===== config.mk =====
export PLATFORM = sky130hd
export DESIGN_NAME = regfile_scoreboard_flat
export DESIGN_NICKNAME = d
export VERILOG_FILES = /design/src/rtl/regfile_pkg.sv /design/src/rtl/regfile_scoreboard_if.sv /design/src/rtl/sat_counter.sv /design/src/rtl/regfile_scoreboard.sv /design/src/flat_wrapper.sv
export SDC_FILE = /design/constraint.sdc
export NUM_CORES = 1
export LEC_CHECK = 0
export CORE_UTILIZATION = 25
export CTS_CLUSTER_DIAMETER = 30
export DETAILED_ROUTE_END_ITERATION = 7
export GPL_TIMING_DRIVEN = 0
export SYNTH_ARGS = -nofsm -noshare
export SYNTH_HDL_FRONTEND = slang
export SYNTH_SLANG_ARGS = --single-unit
export TNS_END_PERCENT = 5

===== constraint.sdc =====
create_clock -name clk -period 3.72 [get_ports clk]
set_clock_uncertainty 0.2 [all_clocks]
set_input_delay 0.744 -clock clk [delete_from_list [all_inputs] [get_ports clk]]
set_output_delay 0.744 -clock clk [all_outputs]
set_load 0.1 [all_outputs]

===== src/rtl/regfile_pkg.sv =====
// Shared constants and types for the register-file scoreboard.
package regfile_pkg;

    localparam int unsigned ADDR_WIDTH      = 5;
    localparam int unsigned BUS_WIDTH       = 32;
    localparam int unsigned NUM_REGS        = 2 ** ADDR_WIDTH;
    localparam int unsigned MAX_OUTSTANDING = 4;
    localparam int unsigned STALL_CNT_WIDTH = 32;

    typedef logic [ADDR_WIDTH-1:0] reg_addr_t;

endpackage


===== src/rtl/regfile_scoreboard_if.sv =====
// Issue, writeback and status bundle between decode/issue and the scoreboard.
interface regfile_scoreboard_if #(
    parameter int unsigned ADDR_WIDTH      = regfile_pkg::ADDR_WIDTH,
    parameter int unsigned MAX_OUTSTANDING = regfile_pkg::MAX_OUTSTANDING,
    parameter int unsigned STALL_CNT_WIDTH = regfile_pkg::STALL_CNT_WIDTH
);
    localparam int unsigned NUM_REGS  = 2 ** ADDR_WIDTH;
    localparam int unsigned OUT_WIDTH = $clog2(MAX_OUTSTANDING + 1);

    logic                       iss_valid;
    logic                       iss_ready;
    logic [ADDR_WIDTH-1:0]      iss_rs1_addr;
    logic                       iss_rs1_used;
    logic [ADDR_WIDTH-1:0]      iss_rs2_addr;
    logic                       iss_rs2_used;
    logic [ADDR_WIDTH-1:0]      iss_rd_addr;
    logic                       iss_rd_we;
    logic                       wb_valid;
    logic [ADDR_WIDTH-1:0]      wb_rd_addr;
    logic                       flush;
    logic [NUM_REGS-1:0]        busy_vec;
    logic [OUT_WIDTH-1:0]       outstanding;
    logic [STALL_CNT_WIDTH-1:0] stall_cnt;
    logic                       wb_err;

    modport master (
        output iss_valid, iss_rs1_addr, iss_rs1_used, iss_rs2_addr, iss_rs2_used,
               iss_rd_addr, iss_rd_we, wb_valid, wb_rd_addr, flush,
        input  iss_ready, busy_vec, outstanding, stall_cnt, wb_err
    );

    modport slave (
        input  iss_valid, iss_rs1_addr, iss_rs1_used, iss_rs2_addr, iss_rs2_used,
               iss_rd_addr, iss_rd_we, wb_valid, wb_rd_addr, flush,
        output iss_ready, busy_vec, outstanding, stall_cnt, wb_err
    );

endinterface


===== src/rtl/sat_counter.sv =====
// Saturating up-counter with synchronous clear; holds at all-ones.
module sat_counter #(
    parameter int unsigned WIDTH = 32
) (
    input  logic             clk,
    input  logic             clear,
    input  logic             inc,
    output logic [WIDTH-1:0] count
);

    logic [WIDTH-1:0] count_q;
    logic [WIDTH-1:0] count_d;

    always_comb begin
        count_d = count_q;
        if (inc && (count_q != {WIDTH{1'b1}})) begin
            count_d = count_q + WIDTH'(1);
        end
    end

    always_ff @(posedge clk) begin
        if (clear) begin
            count_q <= '0;
        end else begin
            count_q <= count_d;
        end
    end

    assign count = count_q;

endmodule


===== src/rtl/regfile_scoreboard.sv =====
// Per-register busy tracking with RAW/WAW issue stall, writeback clear,
// outstanding-write cap and a saturating stall counter.
module regfile_scoreboard #(
    parameter int unsigned ADDR_WIDTH      = regfile_pkg::ADDR_WIDTH,
    parameter int unsigned MAX_OUTSTANDING = regfile_pkg::MAX_OUTSTANDING,
    parameter int unsigned STALL_CNT_WIDTH = regfile_pkg::STALL_CNT_WIDTH
) (
    input logic                  clk,
    input logic                  rst,
    regfile_scoreboard_if.slave  bus
);

    localparam int unsigned NUM_REGS  = 2 ** ADDR_WIDTH;
    localparam int unsigned OUT_WIDTH = $clog2(MAX_OUTSTANDING + 1);

    if (MAX_OUTSTANDING < 1 || MAX_OUTSTANDING > NUM_REGS - 1) begin : g_bad_cap
        $error("MAX_OUTSTANDING out of range");
    end

    logic [NUM_REGS-1:0]  busy_q;
    logic [NUM_REGS-1:0]  busy_d;
    logic [OUT_WIDTH-1:0] outstanding_q;
    logic [OUT_WIDTH-1:0] outstanding_d;
    logic                 wb_err_q;
    logic                 wb_err_d;

    logic track;
    logic src_haz;
    logic dst_haz;
    logic full;
    logic iss_ready_c;
    logic set_en;
    logic wb_live;
    logic clr_en;
    logic stall_inc;

    // Hazard check sees only registered busy state: no writeback bypass.
    always_comb begin
        track   = bus.iss_rd_we & (bus.iss_rd_addr != '0);
        full    = (outstanding_q == OUT_WIDTH'(MAX_OUTSTANDING));
        src_haz = (bus.iss_rs1_used & (bus.iss_rs1_addr != '0) & busy_q[bus.iss_rs1_addr])
                | (bus.iss_rs2_used & (bus.iss_rs2_addr != '0) & busy_q[bus.iss_rs2_addr]);
        dst_haz = track & (busy_q[bus.iss_rd_addr] | full);

        iss_ready_c = ~rst & ~bus.flush & ~src_haz & ~dst_haz;
        stall_inc   = bus.iss_valid & ~iss_ready_c & ~rst;
        set_en      = bus.iss_valid & iss_ready_c & track;

        wb_live = bus.wb_valid & ~bus.flush & (bus.wb_rd_addr != '0);
        clr_en  = wb_live & busy_q[bus.wb_rd_addr];
    end

    // Next busy/outstanding/error state; set and clear never hit the same register.
    always_comb begin
        busy_d        = busy_q;
        outstanding_d = outstanding_q;
        wb_err_d      = wb_err_q | (wb_live & ~busy_q[bus.wb_rd_addr]);

        if (clr_en) begin
            busy_d[bus.wb_rd_addr] = 1'b0;
        end
        if (set_en) begin
            busy_d[bus.iss_rd_addr] = 1'b1;
        end

        case ({set_en, clr_en})
            2'b10:   outstanding_d = outstanding_q + OUT_WIDTH'(1);
            2'b01:   outstanding_d = outstanding_q - OUT_WIDTH'(1);
            default: outstanding_d = outstanding_q;
        endcase

        if (bus.flush) begin
            busy_d        = '0;
            outstanding_d = '0;
        end
    end

    always_ff @(posedge clk) begin
        if (rst) begin
            busy_q        <= '0;
            outstanding_q <= '0;
            wb_err_q      <= 1'b0;
        end else begin
            busy_q        <= busy_d;
            outstanding_q <= outstanding_d;
            wb_err_q      <= wb_err_d;
        end
    end

    sat_counter #(
        .WIDTH (STALL_CNT_WIDTH)
    ) u_stall_cnt (
        .clk   (clk),
        .clear (rst),
        .inc   (stall_inc),
        .count (bus.stall_cnt)
    );

    assign bus.iss_ready   = iss_ready_c;
    assign bus.busy_vec    = busy_q;
    assign bus.outstanding = outstanding_q;
    assign bus.wb_err      = wb_err_q;

endmodule


===== src/flat_wrapper.sv =====
// flat-port wrapper written by rule: the top's interface ports become plain ports
module regfile_scoreboard_flat 
#(
    parameter int unsigned ADDR_WIDTH      = regfile_pkg::ADDR_WIDTH,
    parameter int unsigned MAX_OUTSTANDING = regfile_pkg::MAX_OUTSTANDING,
    parameter int unsigned STALL_CNT_WIDTH = regfile_pkg::STALL_CNT_WIDTH
)
  (clk, rst, bus_iss_valid, bus_iss_rs1_addr, bus_iss_rs1_used, bus_iss_rs2_addr, bus_iss_rs2_used, bus_iss_rd_addr, bus_iss_rd_we, bus_wb_valid, bus_wb_rd_addr, bus_flush, bus_iss_ready, bus_busy_vec, bus_outstanding, bus_stall_cnt, bus_wb_err);
  regfile_scoreboard_if #(.ADDR_WIDTH(ADDR_WIDTH), .MAX_OUTSTANDING(MAX_OUTSTANDING), .STALL_CNT_WIDTH(STALL_CNT_WIDTH)) bus_i ();
  input logic clk;
  input logic rst;
  input wire logic [$bits(bus_i.iss_valid)-1:0] bus_iss_valid;
  input wire logic [$bits(bus_i.iss_rs1_addr)-1:0] bus_iss_rs1_addr;
  input wire logic [$bits(bus_i.iss_rs1_used)-1:0] bus_iss_rs1_used;
  input wire logic [$bits(bus_i.iss_rs2_addr)-1:0] bus_iss_rs2_addr;
  input wire logic [$bits(bus_i.iss_rs2_used)-1:0] bus_iss_rs2_used;
  input wire logic [$bits(bus_i.iss_rd_addr)-1:0] bus_iss_rd_addr;
  input wire logic [$bits(bus_i.iss_rd_we)-1:0] bus_iss_rd_we;
  input wire logic [$bits(bus_i.wb_valid)-1:0] bus_wb_valid;
  input wire logic [$bits(bus_i.wb_rd_addr)-1:0] bus_wb_rd_addr;
  input wire logic [$bits(bus_i.flush)-1:0] bus_flush;
  output wire logic [$bits(bus_i.iss_ready)-1:0] bus_iss_ready;
  output wire logic [$bits(bus_i.busy_vec)-1:0] bus_busy_vec;
  output wire logic [$bits(bus_i.outstanding)-1:0] bus_outstanding;
  output wire logic [$bits(bus_i.stall_cnt)-1:0] bus_stall_cnt;
  output wire logic [$bits(bus_i.wb_err)-1:0] bus_wb_err;
  assign bus_i.iss_valid = bus_iss_valid;
  assign bus_i.iss_rs1_addr = bus_iss_rs1_addr;
  assign bus_i.iss_rs1_used = bus_iss_rs1_used;
  assign bus_i.iss_rs2_addr = bus_iss_rs2_addr;
  assign bus_i.iss_rs2_used = bus_iss_rs2_used;
  assign bus_i.iss_rd_addr = bus_iss_rd_addr;
  assign bus_i.iss_rd_we = bus_iss_rd_we;
  assign bus_i.wb_valid = bus_wb_valid;
  assign bus_i.wb_rd_addr = bus_wb_rd_addr;
  assign bus_i.flush = bus_flush;
  assign bus_iss_ready = bus_i.iss_ready;
  assign bus_busy_vec = bus_i.busy_vec;
  assign bus_outstanding = bus_i.outstanding;
  assign bus_stall_cnt = bus_i.stall_cnt;
  assign bus_wb_err = bus_i.wb_err;
  regfile_scoreboard #(.ADDR_WIDTH(ADDR_WIDTH), .MAX_OUTSTANDING(MAX_OUTSTANDING), .STALL_CNT_WIDTH(STALL_CNT_WIDTH)) u_core (.clk(clk), .rst(rst), .bus(bus_i));
endmodule

==> impl_metrics.yaml, run 1 <==
grt:
  grt_use_met1_pct: 24.6
  top_usage_layer: "met2"
  grtUsageMet2_pct: 30.3
  overflow: 0
  grtUsageMet3_pct: 5.29
  grt_max_degree: 13
  grt_pass1_vias: 4627
  grt_pass1_wl_mm: 26.2
  track_usage_pct: 18.8
  antenna_found_initial: 2
critical_path:
  start_kind: "input port"
  path_buf_inv: 4
  cp.required_ps: 2780
  worstSetupPathType: "in2out"
  endpoint_kind: "output pin"
  r2r_slack_ps: 430
  crit_arrival_ps: 2690
  cp_cell_sequence: "clkbuf_1 > mux4_2 > mux2_2 > nand2_1 > nand4_1 > a221oi_2 > buf_6 > buf_12 > buf_12"
  slowest_delay_ps: 370
  crit_path_frequent_cell: "buf_12"
  path_max_fanout: 9
  cpLargestDelayFamily: "buffers and inverters"
  slowest_stage: "mux4_2"
die:
  dieArea_sq_um: 18100
  io-pin-count: 97
  rows: 48
  core-area_sq_um: 17200
  die_width_microns: 134
  start_util_pct: 25.5
  die_y_microns: 134
pwr:
  power.total_w: 0.00191
  leakagePower_nw: 1.94
  irDropWorstVdd_v: 0.000222
  power_density_nw_per_um2: 315
sta:
  finalHoldViolCount: 0
  worstMarginPinSlew_ps: 1020
  rsz0062_at_grt: "false"
  slew_violations: 0
  fmax_mhz: 275
  period_share_pct: 97.8
  min_period_ps: 3640
  slew_headroom_pct: 32.1
  finalSetupViolCount: 0
  worst_hold_slack_ps: 290
cells_and_area:
  nFillCells: 1744
  antenna_cells: 0
  final_layout_size_suffix_gt1_share_pct: 16.9
  finalNetCount: 617
  finalInstanceArea_sq_um: 6060
  syn2layout_area_growth_pct: 38.1
  finalCoreUtilization_pct: 35.1
placed_design:
  globalplace.congestion: 0.982
  port_buffers: 90
  dp_hpwl_mm: 11.8
  placed_area_sq_um: 5590
synth:
  synth_commonest_cells: "dfxtp_1 (68), a21oi_1 (35), o21ai_0 (34), o211ai_1 (33), o31ai_1 (29)"
  syn_inst: 477
  yosysMostFrequentCell: "dfxtp_1"
  yosys_warnings: 0
  post-synth-top-area-cell: "dfxtp_1"
  netlist.area_leader.share_pct: 31.0
  synth_area_leaders: "dfxtp_1 (31%), mux4_2 (12%), o211ai_1 (5.6%)"
  synthFlopType: "dfxtp_1"
  avgSynthCellArea_sq_um: 9.20
  syn-num-nets: 508
  seq_area_frac_synth_pct: 31.0
  synth_edf_count: 0
  synth_async_sr_flop_share_pct: 0
  synth_cell_type_count: 51
  ys_ff_latch: 68
  synth.cell_area_sq_um: 4390
route:
  drtIter0Drc: 358
  wl_per_cell_microns: 20.4
  ant_nets: 0
  via_count: 4775
  remaining_drc_errors: 0
  dr.pass1.iters: 5
  viasPerCell: 5.85
  wirelength_mm: 16.6
clock_network:
  cts_root_buf: "clkbuf_16"
  clock_path_buffers: 2
  cts.reportedPaths.clkPinSlew_ps: 60
  cts-htree-levels: 3
  clock_sinks: 68
  cts_tree: "done"
  cts_buffers: 9
  cts_hold_buffers: 0
  clock_latency_ps: 350
worst_hold_path:
  holdCritPathClass: "reg2reg"
flow_run:
  drv_cap: 0
status:
  status: "finished clean"
## where the power goes
group          internal, W  leakage [nW]  switching, W  total, W
registers         0.000731         0.548    0.00000412  0.000735
clock network     0.000557         0.148      0.000362  0.000920
logic            0.0000918          1.25      0.000159  0.000251
## cells in the final DEF (no fill, tap or decap), drive strengths merged, types with 11 or more instances in the layout
master         netlist  routed
a21oi               35      35
buf                 14      26
clkbuf              20      31
clkdlybuf4s50        0      80
dfxtp               68      68
inv                 10      11
mux2i               16      16
mux4                24      24
nand2               26      26
nand3               23      23
nor2                16      16
o211ai              33      33
o21ai               34      34
o31ai               29      29
or3                 18      18
or4                 23      23
## what timing repair did
item	4_1_cts	5_1_grt
setup buffers	9	2
setup endpoints to repair	32	2
gates resized for setup	46	19
pin swaps	3	3
## sequential cells by signal, indices dropped and copies added (netlist names)
| name | count |
|---|---|
| u_core.bus.busy_vec | 32 |
| u_core.u_stall_cnt.count | 32 |
| u_core.bus.outstanding | 3 |
| u_core.bus.wb_err | 1 |
## layout make-up
cell class              count  area (sq um)  area share, %
plain buffers              31           199           3.28
clock buffers              11           253           4.17
clock inverters             5          58.8          0.971
inverters                  10          37.5          0.620
multi-input cells         365          2880           47.6
flip-flops and latches     68          1360           22.5
well taps                 225           282           4.65
repair buffers            101           986           16.3
## worst min-delay path, stage by stage, from the launching register on
cell,delay (ps)
dfxtp_1,330
a21oi_1,50
nor2_1,80
## per-layer routing
layer	share of wire, %	up-vias
li1	-	2136
met1	43	2335
met2	46	261
met3	9.0	41
met4	2.1	2
met5	0.066	-
## final timing paths
check	depth (start not counted)	from	to
worst min register to register	2	u_core.bus.wb_err	u_core.bus.wb_err
worst max-delay path	9	bus_iss_rs1_addr[2]	bus_iss_ready
worst min-delay path	2	u_core.bus.wb_err	u_core.bus.wb_err
worst max register to register	13	u_core.bus.busy_vec[14]	u_core.bus.outstanding[2]
## cells by family after synthesis
group	after synthesis	synth area share (%)
muxes	45	17.3
adders and majority gates	3	1.03
and+or+nand+nor	162	22.3
DFF	68	31.0
AOI/OAI and AO/OA	153	23.1
xor gates and xnor gates	2	0.399
buffers and inverters	44	4.88
## metrics by stage
stage / TNS (ps) / instances / setup WS [ps]
2_1_floorplan: 0 / 477 / 9.92
3_3_place_gp: -23540 / 792 / -1820
3_5_place_dp: -25740 / 792 / -1840
4_1_cts: 0 / 815 / 15.4
5_1_grt: 0 / 816 / 9.27
6_report: 0 / 816 / 83.5
Note: power is estimated with default switching activity, not from simulation.
==> run 2, diff against run 1 <==
--- a/config.mk
+++ b/config.mk
@@ -5,6 +5,7 @@
 export SDC_FILE = /design/constraint.sdc
 export NUM_CORES = 1
 export LEC_CHECK = 0
+export CORE_MARGIN = 2
 export CORE_UTILIZATION = 25
 export CTS_CLUSTER_DIAMETER = 30
 export DETAILED_ROUTE_END_ITERATION = 7
==> impl_metrics.yaml, run 2 (same netlist as run 1, synthesis figures left out) <==
sta:
  finalSetupViolCount: 0
  period_share_pct: 99.9
  min_period_ps: 3710
  finalHoldViolCount: 0
  slew_headroom_pct: 31.8
  rsz0062_at_grt: "true"
  slew_violations: 0
  fmax_mhz: 269
  worstMarginPinSlew_ps: 1020
critical_path:
  path_max_fanout: 6
  crit_arrival_ps: 2770
  worstSetupPathType: "in2out"
  endpoint_kind: "output pin"
  start_kind: "input port"
  cp.required_ps: 2780
cells_and_area:
  final_cell_mix: "clkdlybuf4s50_1 (80), dfxtp_1 (68), a21oi_1 (35)"
  finalNetCount: 621
  layout_commonest_cell: "clkdlybuf4s50_1"
  syn2layout_area_growth_pct: 39.2
  final_layout_size_suffix_gt1_share_pct: 17.5
  finalInstanceArea_sq_um: 6110
  finalCoreUtilization_pct: 35.4
clock_network:
  cts_buffers: 9
  clock_path_buffers: 2
  cts_tree: "done"
  clock_sinks: 68
  cts_root_buf: "clkbuf_16"
  clock_latency_ps: 340
  cts.reportedPaths.clkPinSlew_ps: 60
  cts-htree-levels: 3
route:
  viasPerCell: 5.80
  ant_nets: 0
  via_count: 4765
  wl_per_cell_microns: 20.7
  drtIter0Drc: 357
  remaining_drc_errors: 0
  wirelength_mm: 17.0
  dr.pass1.iters: 5
placed_design:
  globalplace.congestion: 0.992
  dp_hpwl_mm: 12.1
  placed_area_sq_um: 5590
  port_buffers: 90
grt:
  grt_pass1_wl_mm: 26.2
  grt_pass1_vias: 4689
  overflow: 0
  grt_max_degree: 14
  track_usage_pct: 18.6
  antenna_found_initial: 2
status:
  status: "finished clean"
die:
  die_y_microns: 136
  start_util_pct: 25.5
  dieArea_sq_um: 18600
  core-area_sq_um: 17200
  io-pin-count: 97
  rows: 48
  die_width_microns: 136
pwr:
  power_density_nw_per_um2: 309
  power.total_w: 0.00189
  leakagePower_nw: 1.97
  irDropWorstVdd_v: 0.000250
flow_run:
  drv_cap: 0
worst_hold_path:
  holdCritPathClass: "reg2reg"
-- run 2: routing by layer --
metal	vias to the layer above	share of wire (%)	track usage, %	wire length (microns)
met3	36	10	6.26	1710
met1	2291	41	24.3	7000
met5	-	0.076	0	13
met4	2	2.2	6.25	372
met2	296	46	28.6	7900
li1	2140	-	-	-
-- run 2: critical path, cell delays in order --
cell	delay (ps)
buf_4	150
buf_12	120
mux4_2	490
o211ai_1	260
o2111ai_1	190
a221oi_2	370
buf_6	170
buf_8	100
buf_12	160
-- run 2: final timing paths --
check,from,endpoint,slack [ps],depth (start not counted)
worst max-delay path,bus_iss_rd_addr[0],bus_iss_ready,6,9
worst min-delay path,u_core.bus.wb_err,u_core.bus.wb_err,280,2
worst max register to register,u_core.bus.busy_vec[15],u_core.bus.outstanding[2],270,14
worst min register to register,u_core.bus.wb_err,u_core.bus.wb_err,280,2
-- run 2: repair_timing --
item,4_1_cts,5_1_grt
gates cloned,1,0
pin swaps,8,3
resized for setup,52,16
buffers inserted,11,1
endpoints found under the setup margin,24,3
hold buffers,0,0
-- run 2: layout make-up --
type                    count  area (sq um)
diodes                      1          2.50
plain buffers              33           230
clock buffers              10           239
clock inverters             6          71.3
fillers                  1757         11100
inverters                  10          37.5
multi-input cells         365          2870
flip-flops and latches     68          1360
well taps                 225           282
repair buffers            103          1010
-- run 2: power by group --
| group | internal (W) | switching [W] | total [W] | leakage (nW) |
|---|---|---|---|---|
| Clock | 0.000543 | 0.000351 | 0.000894 | 0.146 |
| Sequential | 0.000731 | 0.00000414 | 0.000735 | 0.548 |
| Combinational | 0.0000963 | 0.000160 | 0.000256 | 1.28 |
| Total | 0.00137 | 0.000515 | 0.00189 | 1.97 |
-- run 2: through the flow --
step           setup TNS, ps  setup slack, ps  hold slack [ps]  cells
2_1_floorplan              0             9.92              733    477
6_report                   0             5.51              276    821
5_1_grt                 -145            -68.8              337    820
4_1_cts                    0             1.99              303    819
3_5_place_dp          -25740            -1840              294    792
3_3_place_gp          -21520            -1800              264    792
